### src/rtl/zero_insert_window_h_fp16_if.sv
// Sample-in / window-out bundle for the horizontal zero-insert window block.
// The block drives the *_o members; its source and sink drive and read the *_i members.
interface zero_insert_window_h_fp16_if #(
   parameter int FP_WIDTH_REG = 16
);
   logic [FP_WIDTH_REG-1:0] pixel_i;
   logic [15:0]             col_i;
   logic [15:0]             row_i;
   logic                    valid_i;
   logic                    ready_o;
   logic [FP_WIDTH_REG-1:0] window_o [1][5];
   logic [15:0]             col_o;
   logic [15:0]             row_o;
   logic                    valid_o;

   modport slave (
      input  pixel_i, col_i, row_i, valid_i,
      output ready_o, window_o, col_o, row_o, valid_o
   );

   modport master (
      output pixel_i, col_i, row_i, valid_i,
      input  ready_o, window_o, col_o, row_o, valid_o
   );
endinterface

### src/rtl/zero_insert_window_h_fp16.sv
// Horizontal 2x zero-insert with a 1x5 sliding window over the expanded row.
// Optional ZIW_ERROR_DETECT_EN adds a sticky error_o for handshake/column-order violations.
//
// state    | meaning
// S_PIX    | waiting for an input pixel; only state with ready_o high
// S_ZERO   | pushing the inserted +0.0 that follows the last accepted pixel
// S_FLUSH0 | end of row: pushing padding zero for center 2*IMG_WIDTH-2
// S_FLUSH1 | end of row: pushing padding zero for center 2*IMG_WIDTH-1
module zero_insert_window_h_fp16 #(
   parameter int EXP_WIDTH    = 5,
   parameter int FRAC_WIDTH   = 10,
   parameter int FP_WIDTH_REG = 1 + FRAC_WIDTH + EXP_WIDTH,
   parameter int IMG_WIDTH    = 640
) (
   input  logic                        clk_i,
   input  logic                        rst_i,
   zero_insert_window_h_fp16_if.slave  bus
`ifdef ZIW_ERROR_DETECT_EN
   ,
   output logic                        error_o
`endif
);

   typedef enum logic [1:0] {
      S_PIX    = 2'd0,
      S_ZERO   = 2'd1,
      S_FLUSH0 = 2'd2,
      S_FLUSH1 = 2'd3
   } state_t;

   localparam logic [15:0] LAST_COL = 16'(IMG_WIDTH - 1);
   localparam logic [15:0] K_FLUSH0 = 16'(2 * IMG_WIDTH - 2);
   localparam logic [15:0] K_FLUSH1 = 16'(2 * IMG_WIDTH - 1);

   state_t                  state_q, state_d;
   logic [FP_WIDTH_REG-1:0] sr_q [5];
   logic [15:0]             col_q, col_d;
   logic [15:0]             row_q, row_d;
   logic                    valid_q, valid_d;
   logic [15:0]             col_out_q, col_out_d;
   logic [15:0]             row_out_q, row_out_d;

   logic                    ready;
   logic                    xfer;
   logic                    push;
   logic                    clear;
   logic [FP_WIDTH_REG-1:0] push_data;

   assign ready = (state_q == S_PIX);
   assign xfer  = ready && bus.valid_i;

   // Center index k trails the pushed expanded index j by two; a window is
   // only emitted once k is non-negative, i.e. from the second pixel onward.
   always_comb begin
      state_d   = state_q;
      col_d     = col_q;
      row_d     = row_q;
      valid_d   = 1'b0;
      col_out_d = col_out_q;
      row_out_d = row_out_q;
      push      = 1'b0;
      clear     = 1'b0;
      push_data = '0;
      unique case (state_q)
         S_PIX: begin
            if (xfer) begin
               push      = 1'b1;
               clear     = (bus.col_i == 16'd0);
               push_data = bus.pixel_i;
               col_d     = bus.col_i;
               row_d     = bus.row_i;
               state_d   = S_ZERO;
               if (bus.col_i != 16'd0) begin
                  valid_d   = 1'b1;
                  col_out_d = {bus.col_i[14:0], 1'b0} - 16'd2;
                  row_out_d = bus.row_i;
               end
            end
         end
         S_ZERO: begin
            push    = 1'b1;
            state_d = (col_q == LAST_COL) ? S_FLUSH0 : S_PIX;
            if (col_q != 16'd0) begin
               valid_d   = 1'b1;
               col_out_d = {col_q[14:0], 1'b0} - 16'd1;
               row_out_d = row_q;
            end
         end
         S_FLUSH0: begin
            push      = 1'b1;
            state_d   = S_FLUSH1;
            valid_d   = 1'b1;
            col_out_d = K_FLUSH0;
            row_out_d = row_q;
         end
         S_FLUSH1: begin
            push      = 1'b1;
            state_d   = S_PIX;
            valid_d   = 1'b1;
            col_out_d = K_FLUSH1;
            row_out_d = row_q;
         end
         default: begin
            state_d = S_PIX;
         end
      endcase
   end

   always_ff @(posedge clk_i) begin
      if (rst_i) begin
         state_q   <= S_PIX;
         col_q     <= '0;
         row_q     <= '0;
         valid_q   <= 1'b0;
         col_out_q <= '0;
         row_out_q <= '0;
         for (int i = 0; i < 5; i++) begin
            sr_q[i] <= '0;
         end
      end else begin
         state_q   <= state_d;
         col_q     <= col_d;
         row_q     <= row_d;
         valid_q   <= valid_d;
         col_out_q <= col_out_d;
         row_out_q <= row_out_d;
         if (push) begin
            // A column-0 pixel starts a fresh row, so older taps become +0.0.
            for (int i = 0; i < 4; i++) begin
               sr_q[i] <= clear ? '0 : sr_q[i+1];
            end
            sr_q[4] <= push_data;
         end
      end
   end

   always_comb begin
      for (int i = 0; i < 5; i++) begin
         bus.window_o[0][i] = sr_q[i];
      end
   end

   assign bus.ready_o = ready;
   assign bus.valid_o = valid_q;
   assign bus.col_o   = col_out_q;
   assign bus.row_o   = row_out_q;

`ifdef ZIW_ERROR_DETECT_EN
   logic err_q, err_d;

   always_comb begin
      err_d = err_q;
      if (bus.valid_i && !ready) begin
         err_d = 1'b1;
      end
      if (xfer && (bus.col_i != 16'd0) && (bus.col_i != col_q + 16'd1)) begin
         err_d = 1'b1;
      end
   end

   always_ff @(posedge clk_i) begin
      if (rst_i) begin
         err_q <= 1'b0;
      end else begin
         err_q <= err_d;
      end
   end

   assign error_o = err_q;
`endif

endmodule

### src/flat_wrapper.sv
// flat-port wrapper written by rule: the top's interface ports become plain ports
module zero_insert_window_h_fp16_flat 
#(
   parameter int EXP_WIDTH    = 5,
   parameter int FRAC_WIDTH   = 10,
   parameter int FP_WIDTH_REG = 1 + FRAC_WIDTH + EXP_WIDTH,
   parameter int IMG_WIDTH    = 640
)
  (clk_i, rst_i, bus_pixel_i, bus_col_i, bus_row_i, bus_valid_i, bus_ready_o, bus_window_o, bus_col_o, bus_row_o, bus_valid_o);
  zero_insert_window_h_fp16_if #(.FP_WIDTH_REG(FP_WIDTH_REG)) bus_i ();
  input  logic clk_i;
  input  logic rst_i;
  input wire logic [$bits(bus_i.pixel_i)-1:0] bus_pixel_i;
  input wire logic [$bits(bus_i.col_i)-1:0] bus_col_i;
  input wire logic [$bits(bus_i.row_i)-1:0] bus_row_i;
  input wire logic [$bits(bus_i.valid_i)-1:0] bus_valid_i;
  output wire logic [$bits(bus_i.ready_o)-1:0] bus_ready_o;
  output wire logic [$bits(bus_i.window_o)-1:0] bus_window_o;
  output wire logic [$bits(bus_i.col_o)-1:0] bus_col_o;
  output wire logic [$bits(bus_i.row_o)-1:0] bus_row_o;
  output wire logic [$bits(bus_i.valid_o)-1:0] bus_valid_o;
  assign bus_i.pixel_i = bus_pixel_i;
  assign bus_i.col_i = bus_col_i;
  assign bus_i.row_i = bus_row_i;
  assign bus_i.valid_i = bus_valid_i;
  assign bus_ready_o = bus_i.ready_o;
  assign bus_window_o = {>>{bus_i.window_o}};
  assign bus_col_o = bus_i.col_o;
  assign bus_row_o = bus_i.row_o;
  assign bus_valid_o = bus_i.valid_o;
  zero_insert_window_h_fp16 #(.EXP_WIDTH(EXP_WIDTH), .FRAC_WIDTH(FRAC_WIDTH), .FP_WIDTH_REG(FP_WIDTH_REG), .IMG_WIDTH(IMG_WIDTH)) u_core (.clk_i(clk_i), .rst_i(rst_i), .bus(bus_i));
endmodule
### config.mk
export PLATFORM = sky130hd
export DESIGN_NAME = zero_insert_window_h_fp16_flat
export DESIGN_NICKNAME = d
export VERILOG_FILES = /design/src/rtl/zero_insert_window_h_fp16_if.sv /design/src/rtl/zero_insert_window_h_fp16.sv /design/src/flat_wrapper.sv
export SDC_FILE = /design/constraint.sdc
export NUM_CORES = 1
export LEC_CHECK = 0
export ABC_AREA = 1
export CAP_MARGIN = 20
export CORE_ASPECT_RATIO = 0.9
export CORE_MARGIN = 2
export CORE_UTILIZATION = 53
export DETAILED_ROUTE_END_ITERATION = 8
export HOLD_SLACK_MARGIN = 0.08
export PLACE_DENSITY_LB_ADDON = 0.2
export SETUP_SLACK_MARGIN = 0.5
export SLEW_MARGIN = 20
export SYNTH_ARGS = -nofsm -noshare
export SYNTH_HDL_FRONTEND = slang
export SYNTH_SLANG_ARGS = --single-unit
### constraint.sdc
create_clock -name clk_i -period 9.2 [get_ports clk_i]
set_input_delay 2.3 -clock clk_i [delete_from_list [all_inputs] [get_ports clk_i]]
set_output_delay 2.3 -clock clk_i [all_outputs]
set_load 0.01 [all_outputs]
; After elaboration in Yosys (flattened, before gate mapping)
; Memories as Yosys holds them, arrays and structs flattened.
; Cells that the tools add are included.
[op_classes]
add_sub_neg = 2
n_eq_ne = 7
mux = 35
bitwise_logic = 5
n_reduce_logical = 9
[op_table]
columns = cell, n
row1 = $mux 16, 17
row2 = $pmux 16 s4, 1
row3 = $pmux 16 s3, 1
row4 = $reduce_bool 16->1, 2
row5 = $eq 16x10->1 const B, 1
row6 = $logic_not 16->1, 1
row7 = $sub 16x1->16 const B, 1
row8 = $sub 16x2->16 const B, 1
row9 = $mux 1, 11
row10 = $pmux 2 s4, 1
row11 = $or 1x1->1, 5
row12 = $eq 2x2->1 const B, 2
row13 = $mux 2, 2
row14 = $ne 2x2->1 const B, 2
row15 = $pmux 1 s3, 1
row16 = $reduce_and 3->1, 1
row17 = $reduce_or 3->1, 1
row18 = $eq 2x1->1 const B, 1
row19 = $logic_not 2->1, 1
row20 = $ne 2x1->1 const B, 1
row21 = $pmux 1 s2, 1
row22 = $reduce_and 2->1, 1
row23 = $reduce_or 2->1, 1
row24 = $logic_and 1x1->1, 1
[word_totals]
regBits = 67
ram_bits = 80
in_bits = 51
output_inout_bits = 114
elab_cells = 65
memories = 1
[memory_table]
columns = name, words, word_bits, rd, rd_ports_with_merged_regs, wr, line_no
row1 = u_core.sr_q, 5, 16, 5, 0, 5, zero_insert_window_h_fp16.sv:36  ; logic [FP_WIDTH_REG-1:0] sr_q [5];

; Logic depth before layout (Yosys ltp)
[logic_depth]
word_depth = 8
depth_mapped = 11
mapped_depth_nobuf = 11

; Worst setup path after synthesis
; OpenSTA, ideal clock, no wires.
[synth_path]
path_type = in2reg
startpoint = in rst_i
endpoint = mem u_core.sr_q[0][0] (enable)
setup_time_ns = 0.796
arrival_time_ns = 4.045
required_ns = 8.404
setup_slack_ns = 4.359
stages = 3
cell_sequence = clkinv_1 -> clkbuf_1 -> nand2_1
[synth_rtl]
columns = item, line_no
row1 = start: declaration, flat_wrapper.sv:12  ; input logic rst_i;
row2 = end: declaration, zero_insert_window_h_fp16.sv:36

==> metrics.txt <==
outcome=finished, final reports clean; Gate Count Post-Synth=786; CTS Buf Count=17; gpl congestion=0.9785; Buffers on Ports=164; critical-path maximum fanout=80; WL/cell=15.01 um; post-synth design cell area=6559 um^2; Mapped Nets=840; P per Cell Area=200.2 nW/um^2; Root Buffer=clkbuf_16; biggest area consumer among synthesized cells=edfxtp_1; DRC=0; R2R cell count=6; postcts setup bufs=0; Yosys cell types=31; number of core rows=38; Nets=993; I/O pins=165; PnR worst setup slack=4.438 ns; Routed Antenna Nets=0; starting density of the core=0.5431; vias per cell=5.067; Worst IR Drop VDD=0.1514 mV; dpl hpwl=11,480 um; hold_buf cts=0; worst hold slack=0.4590 ns; critical path endpoint=u_core.sr_q[0][43]; H-tree depth=4; Crit path arrival time=4.80 ns; fillcell total=924; Worst-path clk slew=0.06 ns; Final setup viols=0; grt ovf=0; CTS tree=built; MaxCap Viol Count=0; Synth Area per Inst=8.345 um^2; CP Class=in2reg; Synth warnings=0; CP Capture Type=flip-flop; Synth top area share=0.3663; die footprint=13,280 um^2; DR iter-0 viols=598; register area share after synthesis=0.5708; die width=121.3 um; Worst setup SP type=input pin; Synth area leaders=edfxtp_1 37%, dfxtp_1 20%, nor2_1 8.9%; final wirelength=16,700 um; reg2reg start=u_core.state_q[0]; share of cells above drive strength 1=0.05252; first-pass GRT wire length=25,350 um; RSZ-0062 raised after global routing=no; Tcrit/Tclk final=0.5176; hold path depth=2; Max Root-Sink Buffers=2; Pleak=3.686 nW; Final min period=4.762 ns; Max Clock Skew=0.007205 ns; Final Hold Vio Count=0; Tot Pwr=0.001769 W; Layout area overhead=34.76%; Ant. Diodes=0; reg2reg setup slack=6.43 ns; Worst Max-Slew Pin Slew=1.053 ns; vias in the first global route=4,979; antenna violations before repair=0; FF-to-FF End=u_core.sr_q[0][11]; final max-slew violation count=0; clock latency on the worst-skew pair=0.42 ns; Worst EP required=9.24 ns; Total Neg Setup Slack=0 ns; Vias=5,635; GRT Util Overall=0.2524; largest net degree at the start of global routing=81; core area=12,080 um^2; Rel. slew slack=0.2978; Clock Sinks=147; Die Ht=109.5 um; Pre-antenna DRT Iters=5; Yosys reg bits=147; FMAX=210.0 MHz; crit path launch=rst_i; PostCTS Resize Cnt=0; dpl cells=1,080; class of the worst hold path=reg2reg; fin cells=1,112; pre-CTS setup slack=4.051 ns
-- metrics by stage --
step | utilization | cell area [um^2]
floorplan | - | 6559
global placement | 0.6816 | 8232
detailed placement | 0.6816 | 8232
CTS | 0.7319 | 8838
global route | 0.7319 | 8838
finish | 0.7319 | 8838
-- synthesized netlist by cell type (all sizes together) --
| master | number |
|---|---|
| nor2 | 162 |
| inv | 143 |
| nand2 | 129 |
| edfxtp | 80 |
| dfxtp | 67 |
| o21ai | 60 |
| nand3 | 52 |
| a21oi | 40 |
| buf | 22 |
| clkbuf | 10 |
| a211oi | 7 |
| ha | 3 |
| a22oi | 2 |
| nand4 | 2 |
| nor3 | 2 |
| clkinv | 1 |
| o21bai | 1 |
| o22ai | 1 |
| o41ai | 1 |
| or2 | 1 |
-- sequential cells by signal, summed over array words and instances, names as in the netlist, named ones only --
name	flops
u_core.row_q	16
u_core.state_q	1
u_core.bus.valid_o	1
u_core.col_q	16
u_core.bus.col_o	16
u_core.bus.row_o	16
u_core.sr_q	80
-- where the power goes --
group | total, W | leakage, nW | internal (W) | switching, W
clock network | 0.000713 | 0.286 | 0.000430 | 0.000283
logic | 0.000275 | 1.94 | 0.000125 | 0.000150
registers | 0.000781 | 1.46 | 0.000748 | 0.0000326
-- logic make-up after synthesis --
group / share of synthesized area
buffers and inverters: 0.1116
AOI/OAI and AO/OA: 0.09004
and+or+nand+nor: 0.2219
DFF: 0.5708
adders and majority gates: 0.005724
-- how the worst min path moves through the flow --
stage | startpoint | slack, ns | endpoint
after CTS | u_core.row_q[10] | 0.46 | u_core.row_q[10]
after floorplan | u_core.row_q[10] | 0.43 | u_core.row_q[10]
after global routing | u_core.row_q[10] | 0.47 | u_core.row_q[10]
after global placement | u_core.row_q[10] | 0.45 | u_core.row_q[10]
after detailed placement | u_core.row_q[10] | 0.45 | u_core.row_q[10]
final | u_core.row_q[10] | 0.46 | u_core.row_q[10]
-- worst max-delay path, cell delays in order --
cell,delay [ns]
clkdlybuf4s50_1,0.46
buf_4,0.33
clkinv_1,0.47
buf_4,0.39
nand2_4,0.75
-- final cells by class --
type / instances / area [um^2] / share of cell area
clock buffers: 18 / 429.2 / 0.04856
repair buffers: 166 / 1657 / 0.1874
multi-input cells: 463 / 2091 / 0.2366
inverters: 144 / 540.5 / 0.06116
clock inverters: 14 / 177.7 / 0.02010
flip-flops and latches: 147 / 3744 / 0.4236
well taps: 160 / 200.2 / 0.02265
-- per-layer routing --
metal	wire length [um]	global-route usage	part of all wire	vias to the layer above
li1	-	-	-	2779
met5	0	0	0	-
met1	7248	0.3353	0.43	2605
met4	304	0.07882	0.018	0
met3	1345	0.07988	0.081	28
met2	7798	0.3989	0.47	223
-- placed cells by master (no fill, tap or decap), types with 3 or more instances in the layout --
master | Yosys | layout
clkdlybuf4s50_1 | 0 | 164
ha_1 | 3 | 3
o21ai_1 | 4 | 4
dfxtp_1 | 67 | 67
bufinv_16 | 0 | 3
inv_1 | 138 | 138
nand2_1 | 128 | 127
inv_2 | 5 | 5
a211oi_1 | 7 | 7
clkbuf_16 | 0 | 17
clkinv_4 | 0 | 3
clkinvlp_4 | 0 | 3
nand3_2 | 3 | 3
inv_6 | 0 | 4
nor2_4 | 3 | 3
edfxtp_1 | 80 | 80
a21oi_1 | 40 | 40
nand3_1 | 48 | 48
nor2_1 | 156 | 156
o21ai_0 | 56 | 56
Note: power is estimated with default switching activity, not from simulation.
